$ cat config.mk
export PLATFORM = sky130hd
export DESIGN_NAME = bsram_shared_port_ctrl
export DESIGN_NICKNAME = d
export VERILOG_FILES = /design/src/rtl/bsram_ctrl_pkg.sv /design/src/rtl/rr_arbiter_2.sv /design/src/rtl/bsram_shared_port_ctrl.sv
export SDC_FILE = /design/constraint.sdc
export NUM_CORES = 1
export LEC_CHECK = 0
export BUFFER_PORTS_ARGS = -buffer_cell sky130_fd_sc_hd__buf_4
export CORE_AREA = 2 2 97 99
export CTS_BUF_LIST = sky130_fd_sc_hd__clkbuf_8
export DETAILED_ROUTE_END_ITERATION = 10
export DIE_AREA = 0 0 99 101
export PLACE_DENSITY_LB_ADDON = 0.1
export SYNTH_ARGS = -nofsm -noshare
export SYNTH_HDL_FRONTEND = slang
export SYNTH_HIERARCHICAL = 1
export SYNTH_SLANG_ARGS = --single-unit
$ cat constraint.sdc
create_clock -name clock -period 2.7 [get_ports clock]
set_input_delay 0.54 -clock clock [delete_from_list [all_inputs] [get_ports clock]]
set_output_delay 0.54 -clock clock [all_outputs]
set_load 0.05 [all_outputs]
$ cat src/rtl/bsram_ctrl_pkg.sv
// Shared definitions for the shared-port BSRAM controller.
//   ctrl_state_t   : controller state (zero-fill or normal arbitration)
//   PORT_0/PORT_1  : requester port identifiers used for response routing
package bsram_ctrl_pkg;

    typedef enum logic {
        ST_INIT = 1'b0,
        ST_RUN  = 1'b1
    } ctrl_state_t;

    localparam logic PORT_0 = 1'b0;
    localparam logic PORT_1 = 1'b1;

endpackage

$ cat src/rtl/rr_arbiter_2.sv
// Two-way round-robin arbiter.
//   clock, reset : clock and asynchronous active-high reset
//   i_enable     : when low no grant is issued
//   i_valid[1:0] : request vector, bit k = requester k
//   o_grant[1:0] : one-hot grant (all zero when nothing is granted)
// The pointer names the port that wins a tie; after every grant it moves
// to the port that was not granted.
module rr_arbiter_2 (
    input  logic       clock,
    input  logic       reset,
    input  logic       i_enable,
    input  logic [1:0] i_valid,
    output logic [1:0] o_grant
);
    logic       r_ptr;
    logic [1:0] w_req;

    assign w_req = i_valid & {2{i_enable}};

    always_comb begin
        o_grant = w_req;
        if (w_req == 2'b11) begin
            o_grant = r_ptr ? 2'b10 : 2'b01;
        end
    end

    always_ff @(posedge clock or posedge reset) begin
        if (reset) begin
            r_ptr <= 1'b0;
        end else if (o_grant[0]) begin
            r_ptr <= 1'b1;
        end else if (o_grant[1]) begin
            r_ptr <= 1'b0;
        end
    end

endmodule

$ cat src/rtl/bsram_shared_port_ctrl.sv
// Shares one byte-enabled BSRAM between two valid/ready requesters.
//   clock, reset                 : clock and asynchronous active-high reset
//   reqk*                        : request port k (valid/ready, write, address, data, byte enable)
//   respkValid, respkData        : read response for port k, one cycle after the grant
//   mem*                         : drive the BSRAM; memReadData arrives one cycle after memReadEnable
//   initDone                     : zero-fill finished, normal arbitration running
// After reset the memory is optionally zero-filled (one word per cycle)
// before any request is accepted.
module bsram_shared_port_ctrl
    import bsram_ctrl_pkg::*;
#(
    parameter int DATA_WIDTH    = 32,
    parameter int ADDR_WIDTH    = 8,
    parameter int INIT_ON_RESET = 1
) (
    input  logic                    clock,
    input  logic                    reset,
    input  logic                    req0Valid,
    output logic                    req0Ready,
    input  logic                    req0Write,
    input  logic [ADDR_WIDTH-1:0]   req0Address,
    input  logic [DATA_WIDTH-1:0]   req0Data,
    input  logic [DATA_WIDTH/8-1:0] req0ByteEnable,
    output logic                    resp0Valid,
    output logic [DATA_WIDTH-1:0]   resp0Data,
    input  logic                    req1Valid,
    output logic                    req1Ready,
    input  logic                    req1Write,
    input  logic [ADDR_WIDTH-1:0]   req1Address,
    input  logic [DATA_WIDTH-1:0]   req1Data,
    input  logic [DATA_WIDTH/8-1:0] req1ByteEnable,
    output logic                    resp1Valid,
    output logic [DATA_WIDTH-1:0]   resp1Data,
    output logic                    memReadEnable,
    output logic [ADDR_WIDTH-1:0]   memReadAddress,
    output logic                    memWriteEnable,
    output logic [DATA_WIDTH/8-1:0] memWriteByteEnable,
    output logic [ADDR_WIDTH-1:0]   memWriteAddress,
    output logic [DATA_WIDTH-1:0]   memWriteData,
    input  logic [DATA_WIDTH-1:0]   memReadData,
    output logic                    initDone
);
    localparam int BE_W = DATA_WIDTH / 8;

    ctrl_state_t             r_state;
    logic [ADDR_WIDTH-1:0]   r_cnt;
    logic                    r_pending;
    logic                    r_pend_port;

    logic                    w_run;
    logic                    w_init;
    logic [1:0]              w_grant;
    logic                    w_any;
    logic                    w_gport;
    logic                    w_wr;
    logic [ADDR_WIDTH-1:0]   w_addr;
    logic [DATA_WIDTH-1:0]   w_data;
    logic [BE_W-1:0]         w_be;

    // Qualifying with reset keeps every output quiet while reset is held,
    // including the INIT_ON_RESET=0 case where the state register sits in RUN.
    assign w_run  = (r_state == ST_RUN)  && !reset;
    assign w_init = (r_state == ST_INIT) && !reset;

    rr_arbiter_2 u_arb (
        .clock    (clock),
        .reset    (reset),
        .i_enable (w_run),
        .i_valid  ({req1Valid, req0Valid}),
        .o_grant  (w_grant)
    );

    assign req0Ready = w_grant[0];
    assign req1Ready = w_grant[1];

    // Grant is one-hot, so bit 1 alone identifies the winning port.
    assign w_any   = |w_grant;
    assign w_gport = w_grant[1];
    assign w_wr    = w_gport ? req1Write      : req0Write;
    assign w_addr  = w_gport ? req1Address    : req0Address;
    assign w_data  = w_gport ? req1Data       : req0Data;
    assign w_be    = w_gport ? req1ByteEnable : req0ByteEnable;

    assign memReadEnable      = w_any && !w_wr;
    assign memReadAddress     = w_addr;
    assign memWriteEnable     = w_init || (w_any && w_wr);
    assign memWriteAddress    = w_init ? r_cnt : w_addr;
    assign memWriteData       = w_init ? '0 : w_data;
    assign memWriteByteEnable = w_init ? {BE_W{1'b1}} : w_be;

    assign initDone = w_run;

    // Read data is not buffered: the BSRAM output is valid exactly in the
    // cycle after the grant, which is when the pending bit is set.
    assign resp0Valid = r_pending && (r_pend_port == PORT_0);
    assign resp1Valid = r_pending && (r_pend_port == PORT_1);
    assign resp0Data  = memReadData;
    assign resp1Data  = memReadData;

    always_ff @(posedge clock or posedge reset) begin
        if (reset) begin
            r_state     <= (INIT_ON_RESET != 0) ? ST_INIT : ST_RUN;
            r_cnt       <= '0;
            r_pending   <= 1'b0;
            r_pend_port <= PORT_0;
        end else begin
            case (r_state)
                ST_INIT: begin
                    r_cnt <= r_cnt + 1'b1;
                    // All-ones means this cycle writes the last word.
                    if (&r_cnt) begin
                        r_state <= ST_RUN;
                    end
                end
                default: begin
                    r_state <= ST_RUN;
                end
            endcase
            r_pending <= memReadEnable;
            if (memReadEnable) begin
                r_pend_port <= w_gport;
            end
        end
    end

endmodule

======== Word-level counts from Yosys, hierarchy flattened ========
Index checks and enable logic that the tools add are counted.
storage, ports and cells
  flip-flop bits (word level) ............. 12
  bits in latches ......................... 0
  memory bits (writable) .................. 0
  memory bits (read-only) ................. 0
  input port bits ......................... 126
  output and inout bits ................... 123
  word-level logic and storage cells ...... 35
  memories ................................ 0
operators by class
  add/sub/neg operators ................... 1
  multiply operators ...................... 0
  divide/modulo/power cells ............... 0
  $lt $le $gt $ge ......................... 0
  equality and inequality tests ........... 1
  shifts and indexed selects .............. 0
  muxes and demuxes ....................... 13
  bitwise operators ....................... 3
  reduce and logical (&&, ||, !) cells .... 12
operators by type and width
  cell                                                            count
  32-bit 2-to-1 mux                                               2
  8-bit 2-to-1 mux                                                2
  8-bit by 1-bit adder with 8-bit output (second input constant)  1
  4-bit 2-to-1 mux                                                2
  8-bit AND reduction                                             1
  1-bit logical AND                                               6
  1-bit 2-to-1 mux                                                5
  2-bit 2-to-1 mux                                                2
  2-bit AND                                                       1
  2-bit == test (second input constant)                           1
  1-bit logical NOT                                               2
  1-bit inverter                                                  2
  2-bit nonzero test                                              1
  2-bit OR reduction                                              1
  1-bit logical OR                                                1

======== Longest topological paths before layout ========
  depth after elaboration ................. 8
  depth in mapped cells ................... 8

======== Modules after synthesis ========
The synthesis kept the hierarchy.
by module, submodules not included
  module                  instances  cells an instance  area an instance (sq um)  seq. area each (sq um)
  bsram_shared_port_ctrl  1          223                1,856.8                   275.3
  rr_arbiter_2            1          9                  65.1                      25.0

======== Least setup slack after synthesis ========
OpenSTA, ideal clock, no wires.
  path kind ............................... input to output
  start ................................... input port reset
  end ..................................... output port memReadEnable
  arrival ................................. 3.721 ns
  required time ........................... 2.160 ns
  slack ................................... -1.561 ns
  stages on the path ...................... 6
  path buffers ............................ 2
  path through ............................ nor2b_1 > nand2_1 > a21oi_1 > buf_6 > buf_12 > mux2i_1
on the way
  longest elaborated chain between the ends .. 8
ends and longest elaborated chain
  what                             RTL line                      source
  from (decl)                      bsram_shared_port_ctrl.sv:17  input logic reset,
  1-bit logical NOT (no line) (*)  n/a
  1-bit logical AND (*)            bsram_shared_port_ctrl.sv:62  assign w_run = (r_state == ST_RUN) && !reset;
  2-bit AND (*)                    rr_arbiter_2.sv:18            assign w_req = i_valid & {2{i_enable}};
  2-bit == test                    rr_arbiter_2.sv:22            if (w_req == 2'b11) begin
  2-bit 2-to-1 mux (*)             rr_arbiter_2.sv:22
  via req1Ready                    bsram_shared_port_ctrl.sv:27  output logic req1Ready,
  1-bit 2-to-1 mux                 bsram_shared_port_ctrl.sv:79  assign w_wr = w_gport ? req1Write : req0Write;
  1-bit logical NOT                bsram_shared_port_ctrl.sv:84  assign memReadEnable = w_any && !w_wr;
  1-bit logical AND (*)            bsram_shared_port_ctrl.sv:84
  to (decl)                        bsram_shared_port_ctrl.sv:34  output logic memReadEnable,
The timed path passes the listed nets; every way through them passes the cells marked *.

======== Worst setup path after layout ========
  start ................................... input port reset
  end ..................................... output port memWriteAddress[3]
on the way
  longest elaborated chain between the ends .. 7
ends and longest elaborated chain
  what                             RTL line                      source
  1-bit logical NOT (no line) (*)  n/a
  1-bit logical AND                bsram_shared_port_ctrl.sv:62
  2-bit AND                        rr_arbiter_2.sv:18
  2-bit == test                    rr_arbiter_2.sv:22
  2-bit 2-to-1 mux                 rr_arbiter_2.sv:22
  8-bit 2-to-1 mux                 bsram_shared_port_ctrl.sv:80  assign w_addr = w_gport ? req1Address : req0Address;
  8-bit 2-to-1 mux (*)             bsram_shared_port_ctrl.sv:87  assign memWriteAddress = w_init ? r_cnt : w_addr;
  to (decl)                        bsram_shared_port_ctrl.sv:38  output logic [ADDR_WIDTH-1:0] memWriteAddress,
Mark *: on every way between the ends. The rest lies on a longest branch, timed or not.

==> reports/qor.yml <==
antenna_found_initial: 0
hold_violations: 0
grt-ovfl-total: 0
stdcell_count: 434
tightestPinTransition_ns: 0.4390
hold_slack_ns: 0.1779
dieArea_um2: 9999
ant_nets: 0
crit_chain: "buf_4 -> nor2b_4 -> nand2_2 -> a21oi_4 -> buf_12 -> mux2_4 -> nor2_4 -> nor2_4 -> buf_4"
hold_class: "input pin to asynchronous set/reset pin"
slew_viol_final: 0
slew_headroom_pct: 70.70
cts_setup_buffers: 0
postSynthCellCount: 232
finalNetCount: 451
async_flop_share_pct: 100.0
fin_skew_ns: 0.004920
grt_max_degree: 27
wl_per_cell_um: 14.21
power.leakage_nw: 1.375
powerDensity_nw_per_um2: 265.8
clock-root-buffer: "clkbuf_8"
ys_seq_elements: 12
area_delta_synth_final_pct: 64.19
end_kind: "output pin"
peakVddDrop_uv: 206.4
core_um2: 8977
vias_per_cell: 4.081
cts_max_level: 1
min_period_ns: 2.569
fin_crit_sh_pct: 95.17
clockBufferDepth: 2
fmax_mhz: 389.2
post_dp_cell_area_um2: 3100
critPathSlowestCell: "mux2_4"
cts.hold.buffers_added: 0
initial_utilization_pct: 21.41
cap_violations: 0
arrival_ns: 2.03
ys_seq_area_share_pct: 15.63
ios: 249
grt_setup_unrepaired: "false"
final_cell_mix: "buf_4 (158), nor2_4 (47), mux2i_1 (36)"
syn_avg_cell_area_um2: 8.284
synthesis.area_um2: 1922
postLayoutCellArea_um2: 3156
numCtsBuffers: 3
synth-edff-count: 0
antenna_cells: 0
num_rows: 35
dr_total_vias: 1771
grt_pass1_wl_um: 9439
path_clk_slew_ns: 0.06
worstPathMaxFanout: 11
hpwl_um: 5291
dp_slack_ns: 0.1011
layout_commonest_cell: "buf_4"
synth_top_flop_cell: "dfrtp_1"
crit_type: "input pin to output pin"
slowest_delay_ns: 0.32
first_global_vias: 1756
dp.cells: 430
crit_required_ns: 2.16
status: "finished, final reports clean"
wirelength_um: 6165
portBuffers: 152
die_y_um: 101
drt_iter0_markers: 21
grt_use_total_pct: 11.66
setup_ws_ns: 0.1305
postCtsResizedCells: 0
setup_violations: 0
drive_gt1_share_pct: 73.07
totalNegativeSetupSlack_ns: 0
cts_tree: "yes"
cts.sinks: 12
syn-num-nets: 359
die_w_um: 99
ys_types: 29
gp_congestion: 0.7006
cp_num_buf_inv: 3
dr.pass1.iters: 4
startpoint_type: "input pin"
route.detailed.drc: 0
critPathTopFamily: "buffers and inverters"
clock_latency_ns: 0.24
yosysWarnings: 6
==> synth_stat cells (2+ instances only) <==
cell type,number,area (um2)
inv_1,4,15.01
buf_12,4,80.08
xor2_1,2,17.52
nand2b_1,2,12.51
nor2_1,57,214.0
and3_1,2,12.51
buf_6,3,33.78
nand2_1,8,30.03
buf_4,64,480.5
a21oi_1,5,25.02
nor2b_1,2,12.51
mux2_2,3,33.78
mux2i_1,37,370.4
buf_2,3,15.01
mux2_4,6,90.09
xnor2_1,5,43.79
dfrtp_1,12,300.3
nand4b_1,2,17.52
==> routing by layer <==
layer  track usage [%]  share of wire [%]
met1             13.41                 36
met4             2.424               0.65
met2             21.73                 53
met3             2.982                 10
met5                 0                  0
==> path summary, 6_finish.rpt <==
check,start,end,slack (ns),cells past startpoint
max in group asynchronous,reset,r_cnt[6],2.05,2
worst min register to register,r_cnt[6],r_cnt[6],0.50,1
worst max-delay path,reset,memWriteAddress[3],0.13,9
worst min-delay path,reset,u_arb/r_ptr,0.18,2
min in group clock,r_cnt[6],r_cnt[6],0.50,1
worst max register to register,r_state,r_pending,1.22,5
==> flip-flops by register name, summed over array words and instances (netlist names) <==
register	cells
r_pend_port	1
r_state	1
r_pending	1
u_arb/r_ptr	1
r_cnt	8
==> worst register-to-register path: stages, from the launching register on <==
cell,delay [ns]
dfrtp_1,0.35
nor2b_4,0.15
nand2_2,0.06
a21oi_4,0.30
buf_4,0.28
mux2i_4,0.25
==> layout make-up <==
cell class                      count  area, um2
Timing Repair Buffer              162       1266
Sequential cell                    12      300.3
Inverter                            4      15.01
Multi-Input combinational cell    141       1380
Clock buffer                        4      55.05
Fill cell                         920       5822
Tap cell                          111      138.9
==> cell families (layout without fill, tap and decap cells) <==
family / count (synthesis) / in the layout / share of synthesized area [%]
compound gates: 8 / 8 / 2.539
mux: 46 / 46 / 25.72
simple gates: 79 / 79 / 19.08
fa+ha+maj: 1 / 1 / 0.6509
buf+inv: 79 / 170 / 33.20
xor+xnor: 7 / 7 / 3.190
flops: 12 / 12 / 15.63
==> power breakdown <==
group,switching (mW),total [mW],internal (mW)
Sequential,0,0.180,0.180
Combinational,0.269,0.462,0.193
Clock,0.0680,0.197,0.129
Total,0.337,0.839,0.502
==> metrics by stage <==
step,utilization (%),total power [mW]
2_1_floorplan,-,0.7156
3_3_place_gp,34.54,0.6497
3_5_place_dp,34.54,0.6509
4_1_cts,35.15,0.8537
5_1_grt,35.15,0.8729
6_report,35.15,0.8389
No activity file was read; power rests on OpenSTA's default activity.
